**src/rtl/ls_arbiter.sv**
```systemverilog
// Local-store data memory arbiter: DMA > LSU > IFU fixed priority with an IFU
// anti-starvation override, same-cycle issue to a single-ported memory, and a
// one-stage read-return pipeline that steers registered read data back to the
// requester that issued the read.
//
// Ports:
//   clk, rst_n                      clock, asynchronous active-low reset
//   {dma,lsu,ifu}_req/_addr         requests and byte addresses (held until granted)
//   {dma,lsu}_we/_wdata             write enable and write data (IFU is read-only)
//   {dma,lsu,ifu}_gnt               combinational grant, at most one per cycle
//   {dma,lsu,ifu}_rvalid            registered one-cycle read-return valid
//   rdata, rerr                     shared read-return data and out-of-range flag
//   mem_*                           combinational memory pins; mem_readData in
module ls_arbiter #(
    parameter int unsigned MEM_QWORDS   = 2001,
    parameter int unsigned STARVE_LIMIT = 8,
    parameter int unsigned CNT_W        = 4
) (
    input  logic         clk,
    input  logic         rst_n,
    input  logic         dma_req,
    input  logic         lsu_req,
    input  logic         ifu_req,
    input  logic         dma_we,
    input  logic         lsu_we,
    input  logic [31:0]  dma_addr,
    input  logic [31:0]  lsu_addr,
    input  logic [31:0]  ifu_addr,
    input  logic [127:0] dma_wdata,
    input  logic [127:0] lsu_wdata,
    output logic         dma_gnt,
    output logic         lsu_gnt,
    output logic         ifu_gnt,
    output logic         dma_rvalid,
    output logic         lsu_rvalid,
    output logic         ifu_rvalid,
    output logic [127:0] rdata,
    output logic         rerr,
    output logic [31:0]  mem_address,
    output logic [127:0] mem_writeData,
    output logic         mem_memWrite,
    output logic         mem_memRead,
    input  logic [127:0] mem_readData
);

    localparam int unsigned AW   = 32;
    localparam int unsigned DW   = 128;
    localparam int unsigned QW   = AW - 4;

    typedef enum logic [1:0] {
        OWN_NONE = 2'd0,
        OWN_DMA  = 2'd1,
        OWN_LSU  = 2'd2,
        OWN_IFU  = 2'd3
    } owner_e;

    logic [CNT_W-1:0] cnt_q, cnt_d;
    owner_e           owner_q, owner_d;
    logic             err_q, err_d;
    logic             dma_rvalid_q, dma_rvalid_d;
    logic             lsu_rvalid_q, lsu_rvalid_d;
    logic             ifu_rvalid_q, ifu_rvalid_d;
    logic [DW-1:0]    rdata_q, rdata_d;
    logic             rerr_q, rerr_d;

    logic             starve;
    logic             any_gnt;
    logic             sel_we;
    logic [AW-1:0]    sel_addr;
    logic [AW-1:0]    qaddr;
    logic [DW-1:0]    sel_wdata;
    logic             in_range;
    owner_e           sel_owner;

    // Arbitration and same-cycle issue to the memory
    always_comb begin
        dma_gnt   = 1'b0;
        lsu_gnt   = 1'b0;
        ifu_gnt   = 1'b0;
        sel_we    = 1'b0;
        sel_addr  = '0;
        sel_wdata = '0;
        sel_owner = OWN_NONE;

        starve = ifu_req && (cnt_q == CNT_W'(STARVE_LIMIT));

        if (starve) begin
            ifu_gnt   = 1'b1;
            sel_addr  = ifu_addr;
            sel_owner = OWN_IFU;
        end else if (dma_req) begin
            dma_gnt   = 1'b1;
            sel_we    = dma_we;
            sel_addr  = dma_addr;
            sel_wdata = dma_wdata;
            sel_owner = OWN_DMA;
        end else if (lsu_req) begin
            lsu_gnt   = 1'b1;
            sel_we    = lsu_we;
            sel_addr  = lsu_addr;
            sel_wdata = lsu_wdata;
            sel_owner = OWN_LSU;
        end else if (ifu_req) begin
            ifu_gnt   = 1'b1;
            sel_addr  = ifu_addr;
            sel_owner = OWN_IFU;
        end

        any_gnt  = dma_gnt | lsu_gnt | ifu_gnt;
        qaddr    = sel_addr & ~AW'(32'hF);
        in_range = (qaddr[AW-1:4] < QW'(MEM_QWORDS));

        // Out-of-range accesses are granted but never reach the memory array
        mem_address   = qaddr;
        mem_writeData = sel_wdata;
        mem_memWrite  = any_gnt & sel_we & in_range;
        mem_memRead   = any_gnt & ~sel_we & in_range;
    end

    // Starvation counter and read-return pipeline next state
    always_comb begin
        cnt_d        = cnt_q;
        owner_d      = OWN_NONE;
        err_d        = 1'b0;
        dma_rvalid_d = 1'b0;
        lsu_rvalid_d = 1'b0;
        ifu_rvalid_d = 1'b0;
        rerr_d       = 1'b0;
        rdata_d      = rdata_q;

        if (!ifu_req || ifu_gnt) begin
            cnt_d = '0;
        end else if (cnt_q != CNT_W'(STARVE_LIMIT)) begin
            cnt_d = cnt_q + CNT_W'(1);
        end

        // Only reads produce a return; writes leave the pipeline empty
        if (any_gnt && !sel_we) begin
            owner_d = sel_owner;
            err_d   = ~in_range;
        end

        if (owner_q != OWN_NONE) begin
            dma_rvalid_d = (owner_q == OWN_DMA);
            lsu_rvalid_d = (owner_q == OWN_LSU);
            ifu_rvalid_d = (owner_q == OWN_IFU);
            rerr_d       = err_q;
            rdata_d      = err_q ? '0 : mem_readData;
        end
    end

    always_ff @(posedge clk or negedge rst_n) begin
        if (!rst_n) begin
            cnt_q        <= '0;
            owner_q      <= OWN_NONE;
            err_q        <= 1'b0;
            dma_rvalid_q <= 1'b0;
            lsu_rvalid_q <= 1'b0;
            ifu_rvalid_q <= 1'b0;
            rdata_q      <= '0;
            rerr_q       <= 1'b0;
        end else begin
            cnt_q        <= cnt_d;
            owner_q      <= owner_d;
            err_q        <= err_d;
            dma_rvalid_q <= dma_rvalid_d;
            lsu_rvalid_q <= lsu_rvalid_d;
            ifu_rvalid_q <= ifu_rvalid_d;
            rdata_q      <= rdata_d;
            rerr_q       <= rerr_d;
        end
    end

    assign dma_rvalid = dma_rvalid_q;
    assign lsu_rvalid = lsu_rvalid_q;
    assign ifu_rvalid = ifu_rvalid_q;
    assign rdata      = rdata_q;
    assign rerr       = rerr_q;

endmodule

```
**config.mk**
```make
export PLATFORM = sky130hd
export DESIGN_NAME = ls_arbiter
export DESIGN_NICKNAME = d
export VERILOG_FILES = /design/src/rtl/ls_arbiter.sv
export SDC_FILE = /design/constraint.sdc
export NUM_CORES = 1
export LEC_CHECK = 0
export CAP_MARGIN = 10
export CORE_AREA = 2 2 309 311
export CTS_CLUSTER_DIAMETER = 150
export DETAILED_ROUTE_END_ITERATION = 10
export DIE_AREA = 0 0 311 313
export PLACE_DENSITY_LB_ADDON = 0.3
export SYNTH_ARGS = -nofsm -noshare
export SYNTH_HDL_FRONTEND = slang
export SYNTH_SLANG_ARGS = --single-unit
```
**constraint.sdc**
```tcl
create_clock -name clk -period 4.7 [get_ports clk]
set_input_delay 1.41 -clock clk [delete_from_list [all_inputs] [get_ports clk]]
set_output_delay 1.41 -clock clk [all_outputs]
set_load 0.01 [all_outputs]
```
==> flow_metrics.env, run 1 <==
export IMPL_portBuffers=767
export IMPL_grt_overflow=0
export IMPL_drc=0
export IMPL_maxSlewViolCount=0
export IMPL_synth_seq_cells=139
export IMPL_post_drt_via_cell_ratio=3.46
export IMPL_min_delay_start="rdata[22]$_DFFE_PN0N_"
export IMPL_wl_met2_um=39300
export IMPL_worstSetupStartpointType="input port"
export IMPL_maxSlewHeadroom=0.459
export IMPL_netlist_instances=903
export IMPL_finClkSkew_ps=18.5
export IMPL_synth_cell_types=50
export IMPL_start_util=0.0838
export IMPL_wl_met3_um=5390
export IMPL_grt_pass1_vias=10700
export IMPL_dp_hpwl_um=61700
export IMPL_finalSetupViolations=5
export IMPL_route_vias_total=10300
export IMPL_synth_top_flop_cell="dfrtp_1"
export IMPL_die_x_um=311
export IMPL_worstRegToRegCells=12
export IMPL_met1_length_um=21700
export IMPL_dieArea_um2=97300
export IMPL_critPathMaxFanout=6
export IMPL_cap_violations=0
export IMPL_cts_buffers=17
export IMPL_wire_per_inst_um=23.9
export IMPL_min_path_cells=2
export IMPL_cts_max_path_buffers=2
export IMPL_hp_class="reg2reg"
export IMPL_fillers=10500
export IMPL_worstMarginPinSlew_ps=811
export IMPL_dieHeight_um=313
export IMPL_worstPathArrival_ps=3440
export IMPL_post_place_cells=2935
export IMPL_final_cell_mix="652 x clkdlybuf4s50_1, 151 x nand2_1, 148 x o21ai_0"
export IMPL_fin_ws_ps=-155
export IMPL_synth_area_um2=7890
export IMPL_violations="setup timing"
export IMPL_grt_util_all_layers=0.141
export IMPL_core_um2=94200
export IMPL_ys_warn_count=0
export IMPL_rsz0062_at_grt="true"
export IMPL_synth_seq_area_share=0.441
export IMPL_ant_nets=0
export IMPL_grt_max_degree=165
export IMPL_io_pins=784
export IMPL_fin_crit_sh=1.03
export IMPL_synth_edf_count=0
export IMPL_placed_cell_area_um2=17900
export IMPL_min_period_ps=4850
export IMPL_p_per_area_nw_per_um2=253
export IMPL_r2r_start="cnt_q[0]$_DFFE_PN0P_"
export IMPL_firstDrtPassIters=5
export IMPL_cp_end_kind="primary output"
export IMPL_syn_to_final_growth_pct=139
export IMPL_cts_num_sinks=139
export IMPL_drive_gt1_frac=0.127
export IMPL_ctsHtreeMaxLevel=4
export IMPL_grt_pass1_wl_um=93200
export IMPL_top_layer_used="met5"
export IMPL_rows=113
export IMPL_holdBufCountCts=0
export IMPL_vdd_ir_drop_worst_mv=0.209
export IMPL_worst_r2r_endpoint="err_q$_DFF_PN0_"
export IMPL_async_flop_share=1.00
export IMPL_reg2reg_slack_ps=2090
export IMPL_layout_commonest_cell="clkdlybuf4s50_1"
export IMPL_post_route_cell_area_um2=18900
export IMPL_max_freq_ghz=0.206
export IMPL_cp_required_ps=3290
export IMPL_finalNonFillerCells=2979
export IMPL_root_buffer="clkbuf_16"
export IMPL_insertion_delay_ps=480
export IMPL_final_nets=2183
export IMPL_antenna_found_initial=48
export IMPL_worstSetupPathType="in2out"
export IMPL_cts_tree="yes"
export IMPL_p_leak_nw=7.72
export IMPL_drtIter0Drc=528
export IMPL_hold_violations=0
export IMPL_synth_avg_cell_area_um2=8.74
export IMPL_status="complete, but fails checks"
export IMPL_cts_clk_slew_worst_paths_ps=60
export IMPL_routed_wl_um=71300
export IMPL_routabilityCongestion=0.840
export IMPL_whs_endpoint="rdata[22]$_DFFE_PN0N_"
-- sequential cells by signal, indices dropped and copies added, names as in the netlist --
name	flops
rdata	128
lsu_rvalid	1
err_q	1
owner_q	2
rerr	1
dma_rvalid	1
cnt_q	4
ifu_rvalid	1
-- cell families (layout without fill, tap and decap cells) --
kind of cell	after synthesis	in the layout	share of synthesized area
simple gates	330	330	0.214
compound gates	329	329	0.288
flops	139	139	0.441
buf+inv	100	900	0.0515
fa+ha+maj	2	2	0.00317
xor+xnor	2	2	0.00222
other cells	1	12	0.000475
-- critical path, cell delays in order --
cell,delay (ps)
buf_8,110
or3b_4,230
and2_4,160
inv_6,50
buf_6,100
a222oi_1,510
buf_4,220
a41oi_2,40
o22ai_2,150
nor3b_4,290
buf_12,160
-- timing repair --
item                       in CTS  in global routing
pin swaps                      19                  4
gates cloned                    0                  1
gates resized for setup        56                 41
buffers inserted                7                  3
setup endpoints to repair     161                 59
-- synth_stat cells (7+ instances only) --
cell      instances  area share
nand2_1         151       0.072
inv_1            13      0.0062
a22oi_1          20       0.019
o21ai_0         149       0.094
a22o_1          129        0.14
clkbuf_1         73       0.035
nor4_1            7      0.0055
nand2b_1        129        0.10
dfrtp_1         139        0.44
nor2_1           12      0.0057
a21oi_1           7      0.0044
-- worst max-delay path by stage --
stage	startpoint	end	slack [ps]
after global routing	ifu_req	mem_memRead	-240
after CTS	ifu_req	mem_memRead	-160
after detailed placement	dma_req	mem_memRead	-870
after global placement	dma_req	mem_memRead	-850
after floorplan	ifu_req	mem_memRead	520
final	ifu_req	mem_memRead	-150
-- area by class of cell --
type	count	area [um^2]	share of cell area
repair buffers	855	8930	0.473
flip-flops and latches	139	3480	0.184
clock buffers	18	429	0.0227
multi-input cells	667	4150	0.220
clock inverters	13	214	0.0113
well taps	1265	1580	0.0839
inverters	14	61.3	0.00325
diodes	8	20.0	0.00106
-- power by group --
part	internal [mW]	switching (mW)
sequential	1.34	0.0895
combinational	1.03	0.772
clock	0.943	0.598
total	3.31	1.46
-- metal layers --
| layer | GRT usage | vias to the layer above |
|---|---|---|
| met5 | 0 | - |
| met4 | 0.0836 | 40 |
| met3 | 0.0513 | 155 |
| met2 | 0.275 | 541 |
| met1 | 0.123 | 4790 |
| li1 | - | 4775 |
-- metrics by stage --
stage / total power, mW / setup WS, ps / setup TNS (ps) / hold WS [ps] / utilization
after global placement: 3.27 / -852 / -69550 / 463 / 0.190
final: 4.77 / -155 / -330 / 479 / 0.200
after detailed placement: 3.28 / -867 / -74580 / 471 / 0.190
after floorplan: 1.93 / 517 / 0 / 431 / -
after global routing: 5.03 / -241 / -808 / 506 / 0.200
after CTS: 4.90 / -157 / -326 / 484 / 0.198
(Power assumes the default switching activity.)
==> inputs of run 2 (changes only) <==
==> config.mk (replaced) <==
export PLATFORM = sky130hd
export DESIGN_NAME = ls_arbiter
export DESIGN_NICKNAME = d
export VERILOG_FILES = /design/src/rtl/ls_arbiter.sv
export SDC_FILE = /design/constraint.sdc
export NUM_CORES = 1
export LEC_CHECK = 0
export CORE_AREA = 2 2 305 307
export CTS_CLUSTER_DIAMETER = 150
export DETAILED_ROUTE_END_ITERATION = 10
export DIE_AREA = 0 0 307 309
export PLACE_DENSITY_LB_ADDON = 0.15
export SYNTH_ARGS = -nofsm -noshare
export SYNTH_HDL_FRONTEND = slang
export SYNTH_SLANG_ARGS = --single-unit
==> constraint.sdc (replaced) <==
create_clock -name clk -period 5.2 [get_ports clk]
set_input_delay 1.56 -clock clk [delete_from_list [all_inputs] [get_ports clk]]
set_output_delay 1.56 -clock clk [all_outputs]
set_load 0.01 [all_outputs]
==> run 2 against run 1 <==
Compared with the run above: the run now ends clean; critical path type unchanged; clock skew decreased by 6.0 ps; non-clock buffer count decreased by 1; largest power group unchanged; cell area decreased by 2.3%.
==> flow_metrics.env, run 2 (synthesis gave the netlist of run 1 again) <==
export IMPL_status="complete, no violations"
export IMPL_cp_end_kind="primary output"
export IMPL_max_freq_ghz=0.197
export IMPL_core_um2=91400
export IMPL_drtIter0Drc=435
export IMPL_largest_register_ffs=128
export IMPL_grt_pass1_vias=10600
export IMPL_post_drt_via_cell_ratio=3.49
export IMPL_p_total_mw=4.23
export IMPL_cts_max_path_buffers=2
export IMPL_comb_power_share=0.372
export IMPL_routed_wl_um=67400
export IMPL_met1_usage=0.114
export IMPL_max_stage_delay_ps=400
export IMPL_maxSlewHeadroom=0.130
export IMPL_layout_commonest_cell="clkdlybuf4s50_1"
export IMPL_use_met2=0.262
export IMPL_grt_max_degree=242
export IMPL_worstPathArrival_ps=3530
export IMPL_cts_num_sinks=139
export IMPL_firstDrtPassIters=4
export IMPL_grt_pass1_wl_um=87600
export IMPL_critPathMaxFanout=10
export IMPL_hold_violations=0
export IMPL_finalSetupViolations=0
export IMPL_ant_nets=0
export IMPL_ctsHtreeMaxLevel=4
export IMPL_cts_clk_slew_worst_paths_ps=60
export IMPL_dieArea_um2=94900
export IMPL_grt_util_all_layers=0.136
export IMPL_hp_class="reg2reg"
export IMPL_drive_gt1_frac=0.125
export IMPL_grt_overflow=0
export IMPL_p_per_area_nw_per_um2=230
export IMPL_fillers=10100
export IMPL_path_cells="buf_2, buf_6, or3b_4, and2_4, inv_8, a222oi_1, buf_4, a41oi_2, o22ai_2, buf_4, and2_4, buf_12"
export IMPL_final_nets=2182
export IMPL_cts_tree="yes"
export IMPL_insertion_delay_ps=470
export IMPL_grt_use_met3=0.0491
export IMPL_post_route_util=0.202
export IMPL_rsz0062_at_grt="false"
export IMPL_cap_violations=0
export IMPL_final_cell_mix="682 x clkdlybuf4s50_1, 151 x nand2_1, 146 x o21ai_0"
export IMPL_path_buf_inv=6
export IMPL_cp_required_ps=3640
export IMPL_p_int_mw=2.92
export IMPL_cts_buffers=17
export IMPL_routabilityCongestion=0.866
export IMPL_p_sw_frac=0.309
export IMPL_rows=111
export IMPL_die_x_um=307
export IMPL_pwr_share_seq=0.306
export IMPL_worstMarginPinSlew_ps=1300
export IMPL_drc=0
export IMPL_maxSlewViolCount=0
export IMPL_vdd_ir_drop_worst_mv=0.213
export IMPL_root_buffer="clkbuf_16"
export IMPL_critical_path_slowest_cell="or3b_4"
export IMPL_io_pins=784
export IMPL_wire_per_inst_um=23.2
export IMPL_finClkSkew_ps=12.6
export IMPL_antenna_found_initial=28
export IMPL_critical_path_top_delay_family="buffers and inverters"
export IMPL_start_util=0.0864
export IMPL_dieHeight_um=309
export IMPL_p_leak_nw=7.37
export IMPL_route_vias_total=10100
export IMPL_min_period_ps=5090
export IMPL_worstSetupStartpointType="input port"
export IMPL_syn_to_final_growth_pct=133
export IMPL_regArea_um2=3480
export IMPL_worstSetupPathType="in2out"
export IMPL_fin_crit_sh=0.978
export IMPL_clkPwrFrac=0.322
export IMPL_multi_input_area_um2=4170
export IMPL_grt_busiest_layer="met2"
export IMPL_portBuffers=767
export IMPL_p_sw_mw=1.30
export IMPL_dp_hpwl_um=58000
run 2: repair_timing:
item | 4_1_cts | 5_1_grt
setup endpoints to repair | 103 | 4
pin swaps | 13 | 18
hold buffers | 0 | 0
resized for setup | 39 | 35
hold endpoints to repair | 0 | 0
buffers inserted | 2 | 0
run 2: final cells by class:
cell class	count	area share
Multi-Input combinational cell	667	0.226
Clock inverter	13	0.0103
Sequential cell	139	0.189
Tap cell	1186	0.0805
Antenna cell	11	0.00149
Timing Repair Buffer	854	0.465
Inverter	14	0.00326
Clock buffer	19	0.0240
run 2: stage by stage:
stage               cells  setup slack [ps]  hold WS [ps]  setup TNS [ps]  area [um^2]
floorplan             906               717           431               0         7900
global placement     2858              -302           463          -10310        17600
detailed placement   2858              -346           470          -11900        17600
CTS                  2892             0.288           485               0        18300
global route         2899              2.45           511               0        18400
finish               2903               112           479               0        18400
run 2: power by group through the flow:
stage	sequential (mW)	clock, mW	combinational [mW]
CTS	1.30	1.44	1.62
detailed placement	1.32	0	1.60
global placement	1.32	0	1.60
finish	1.30	1.36	1.57
global route	1.32	1.47	1.67
floorplan	1.35	0	0.393
run 2: worst paths after layout:
check                      cells after the start  slack, ps                   start                     end
setup reg to reg                              12       2750    cnt_q[0]$_DFFE_PN0P_         err_q$_DFF_PN0_
max in group asynchronous                      2       3130                   rst_n   rdata[69]$_DFFE_PN0N_
hold reg to reg                                2        480  rdata[123]$_DFFE_PN0N_  rdata[123]$_DFFE_PN0N_
hold / removal                                 2        480  rdata[123]$_DFFE_PN0N_  rdata[123]$_DFFE_PN0N_
setup / recovery                              12        110                 lsu_req            mem_memWrite
min in group asynchronous                      1       1130                   rst_n   rdata[35]$_DFFE_PN0N_
run 2: layer usage:
| metal | part of all wire | vias to the layer above | wire length (um) |
|---|---|---|---|
| met2 | 0.55 | 497 | 37200 |
| met5 | 0.0020 | - | 132 |
| li1 | - | 4772 | - |
| met1 | 0.30 | 4707 | 20000 |
| met4 | 0.071 | 22 | 4810 |
| met3 | 0.079 | 119 | 5310 |
run 2: worst register-to-register path, cell delays in order, from the launching register on:
cell and delay (ps):
dfrtp_1 400, inv_1 60, ha_1 210, and4b_1 240
buf_12 160, buf_12 140, a21oi_2 160, o22ai_2 120
nor4_4 330, o22ai_2 140, buf_4 160, buf_4 120
nor3_2 130
==> inputs of run 3 (changes only) <==
--- a/config.mk
+++ b/config.mk
@@ -5,10 +5,12 @@
 export SDC_FILE = /design/constraint.sdc
 export NUM_CORES = 1
 export LEC_CHECK = 0
-export CORE_AREA = 2 2 305 307
+export ABC_AREA = 1
+export CAP_MARGIN = 30
+export CORE_AREA = 2 2 307 309
 export CTS_CLUSTER_DIAMETER = 150
 export DETAILED_ROUTE_END_ITERATION = 10
-export DIE_AREA = 0 0 307 309
+export DIE_AREA = 0 0 309 311
 export PLACE_DENSITY_LB_ADDON = 0.15
 export SYNTH_ARGS = -nofsm -noshare
 export SYNTH_HDL_FRONTEND = slang
==> run 3 against run 2 <==
Compared with the run above: synthesized cell count is 23% higher; sequential share of layout area is 1.0 points lower; clock skew is 2.1 ps lower; highest routed layer unchanged.
==> flow_metrics.env, run 3 <==
export IMPL_core_um2=92800
export IMPL_worst_r2r_endpoint="err_q$_DFF_PN0_"
export IMPL_cts_buffers=17
export IMPL_worstPathArrival_ps=3550
export IMPL_antenna_found_initial=8
export IMPL_portBuffers=767
export IMPL_placed_cell_area_um2=18500
export IMPL_yosysTopAreaCellShare=0.436
export IMPL_p_total_mw=4.31
export IMPL_root_buffer="clkbuf_16"
export IMPL_worstSetupStartpointType="input port"
export IMPL_status="complete, no violations"
export IMPL_wire_per_inst_um=20.1
export IMPL_cts_num_sinks=139
export IMPL_rows=112
export IMPL_cts_max_path_buffers=2
export IMPL_synth_seq_area_share=0.436
export IMPL_holdBufCountCts=0
export IMPL_drive_gt1_frac=0.146
export IMPL_firstDrtPassIters=4
export IMPL_fin_ws_ps=85.1
export IMPL_worst_hold_slack_ps=483
export IMPL_synth_top_area_cell="dfrtp_1"
export IMPL_drc=0
export IMPL_synth_area_um2=7980
export IMPL_min_period_ps=5110
export IMPL_cap_violations=0
export IMPL_layout_commonest_cell="clkdlybuf4s50_1"
export IMPL_hold_violations=0
export IMPL_synth_top_flop_cell="dfrtp_1"
export IMPL_multi_input_area_um2=3730
export IMPL_largest_register_ffs=128
export IMPL_grt_pass1_vias=11200
export IMPL_synth_top_cells_by_count="389 x nand2_1, 154 x inv_1, 139 x dfrtp_1, 129 x o21ai_0, 128 x a22oi_1"
export IMPL_critPathMaxFanout=21
export IMPL_ant_nets=0
export IMPL_yosysMostFrequentCell="nand2_1"
export IMPL_grt_max_degree=170
export IMPL_p_per_area_nw_per_um2=221
export IMPL_routabilityCongestion=0.869
export IMPL_final_cell_mix="636 x clkdlybuf4s50_1, 388 x nand2_1, 152 x inv_1"
export IMPL_crit_path_end="mem_writeData[99]"
export IMPL_finClkSkew_ps=10.5
export IMPL_vdd_ir_drop_worst_mv=0.188
export IMPL_fillers=10500
export IMPL_drtIter0Drc=562
export IMPL_rsz0062_at_grt="false"
export IMPL_grt_overflow=0
export IMPL_dieHeight_um=311
export IMPL_p_leak_nw=8.74
export IMPL_synth_area_leaders="dfrtp_1 44%, nand2_1 18%, a22oi_1 12%"
export IMPL_cts_tree="yes"
export IMPL_post_route_cell_area_um2=19500
export IMPL_finalSetupViolations=0
export IMPL_regArea_um2=3480
export IMPL_worstSetupPathType="in2out"
export IMPL_synth_edf_count=0
export IMPL_cts_clk_slew_worst_paths_ps=60
export IMPL_cp_required_ps=3640
export IMPL_cp_startpoint="ifu_req"
export IMPL_maxSlewViolCount=0
export IMPL_io_pins=784
export IMPL_route_vias_total=10800
export IMPL_hp_class="reg2reg"
export IMPL_max_freq_ghz=0.196
export IMPL_dieArea_um2=96100
export IMPL_final_nets=2445
export IMPL_synth_cell_types=28
export IMPL_syn_to_final_growth_pct=144
export IMPL_fin_crit_sh=0.984
export IMPL_post_drt_via_cell_ratio=3.34
export IMPL_ys_warn_count=0
export IMPL_grt_util_all_layers=0.131
export IMPL_die_x_um=309
export IMPL_post_place_cells=3181
export IMPL_worstRegToRegCells=15
export IMPL_start_util=0.0861
export IMPL_routed_wl_um=64700
export IMPL_maxSlewHeadroom=0.461
export IMPL_cp_end_kind="primary output"
export IMPL_finalNonFillerCells=3227
export IMPL_dp_hpwl_um=55100
export IMPL_reg2reg_slack_ps=2980
export IMPL_dp_slack_ps=-482
export IMPL_grt_pass1_wl_um=87900
export IMPL_ctsHtreeMaxLevel=4
export IMPL_insertion_delay_ps=450
export IMPL_worstMarginPinSlew_ps=809
export IMPL_synth_avg_cell_area_um2=7.20
export IMPL_async_flop_share=1.00
export IMPL_netlist_instances=1109
export IMPL_synth_seq_cells=139
export IMPL_r2r_start="cnt_q[0]$_DFFE_PN0P_"
## run 3: cell count changes in the layout (fill, tap and decap cells not counted), moves of 32 or more
| cell | delta |
|---|---|
| a22o_1 | -128 |
| a22oi_1 | +66 |
| a22oi_2 | +42 |
| buf_12 | +32 |
| clkdlybuf4s50_1 | -46 |
| dlygate4sd2_1 | +71 |
| inv_1 | +139 |
| nand2_1 | +237 |
| nand2b_1 | -129 |
## run 3: metrics by stage
stage,TNS (ps),util
3_5_place_dp,-28450,0.199
5_1_grt,0,0.210
6_report,0,0.210
3_3_place_gp,-27560,0.199
4_1_cts,0,0.209
2_1_floorplan,0,-
## run 3: cell type report
| type | instances | area share |
|---|---|---|
| clock inverters | 10 | 0.00848 |
| repair buffers | 910 | 0.485 |
| well taps | 1254 | 0.0806 |
| inverters | 159 | 0.0310 |
| flip-flops and latches | 139 | 0.179 |
| diodes | 4 | 0.000514 |
| multi-input cells | 729 | 0.192 |
| clock buffers | 22 | 0.0238 |
## run 3: worst max-delay path, cell delays in order
cell and delay [ps]:
dlygate4sd2_1 230, inv_2 60, nor2_4 90, nand2_4 80, buf_6 130, nand2_2 70
inv_4 70, buf_12 150, buf_12 130, buf_12 150, buf_4 150, a22oi_2 300
buf_4 190, inv_1 60, buf_12 120
## run 3: layer usage
| layer | vias up | GRT usage | wire [um] |
|---|---|---|---|
| met3 | 54 | 0.0367 | 4660 |
| met2 | 466 | 0.246 | 34400 |
| met5 | - | 0 | 32 |
| met1 | 5026 | 0.137 | 23600 |
| li1 | 5242 | - | - |
| met4 | 6 | 0.0437 | 2050 |
## run 3: how the worst min path moves through the flow
| stage | endpoint | startpoint | slack (ps) | depth (start not counted) |
|---|---|---|---|---|
| after global placement | rdata[78]$_DFFE_PN0N_ | rdata[78]$_DFFE_PN0N_ | 470 | 2 |
| final | rdata[58]$_DFFE_PN0N_ | rdata[58]$_DFFE_PN0N_ | 480 | 2 |
| after floorplan | dma_rvalid$_DFF_PN0_ | owner_q[1]$_DFF_PN0_ | 440 | 1 |
| after detailed placement | rdata[58]$_DFFE_PN0N_ | rdata[58]$_DFFE_PN0N_ | 470 | 2 |
| after global routing | rdata[90]$_DFFE_PN0N_ | rdata[90]$_DFFE_PN0N_ | 500 | 2 |
| after CTS | rdata[58]$_DFFE_PN0N_ | rdata[58]$_DFFE_PN0N_ | 490 | 2 |
## run 3: power by group
part	internal (mW)	switching, mW	total, mW
registers	1.21	0.0724	1.28
clock network	0.828	0.504	1.33
logic	0.941	0.750	1.69
## run 3: cells by family (layout without fill, tap and decap cells)
family	count (synthesis)	count (layout)	share of synthesized area
buffers and inverters	244	1101	0.128
DFF	139	139	0.436
xor gates and xnor gates	2	2	0.00219
and+or+nand+nor	456	456	0.223
adders and majority gates	2	2	0.00313
AOI/OAI and AO/OA	265	265	0.208
other	1	8	0.000470
## run 3: repair_timing
item,in CTS,in global routing
buffers inserted,6,0
resized for setup,138,5
pin swaps,11,5
cloned,4,0
endpoints found under the setup margin,124,13
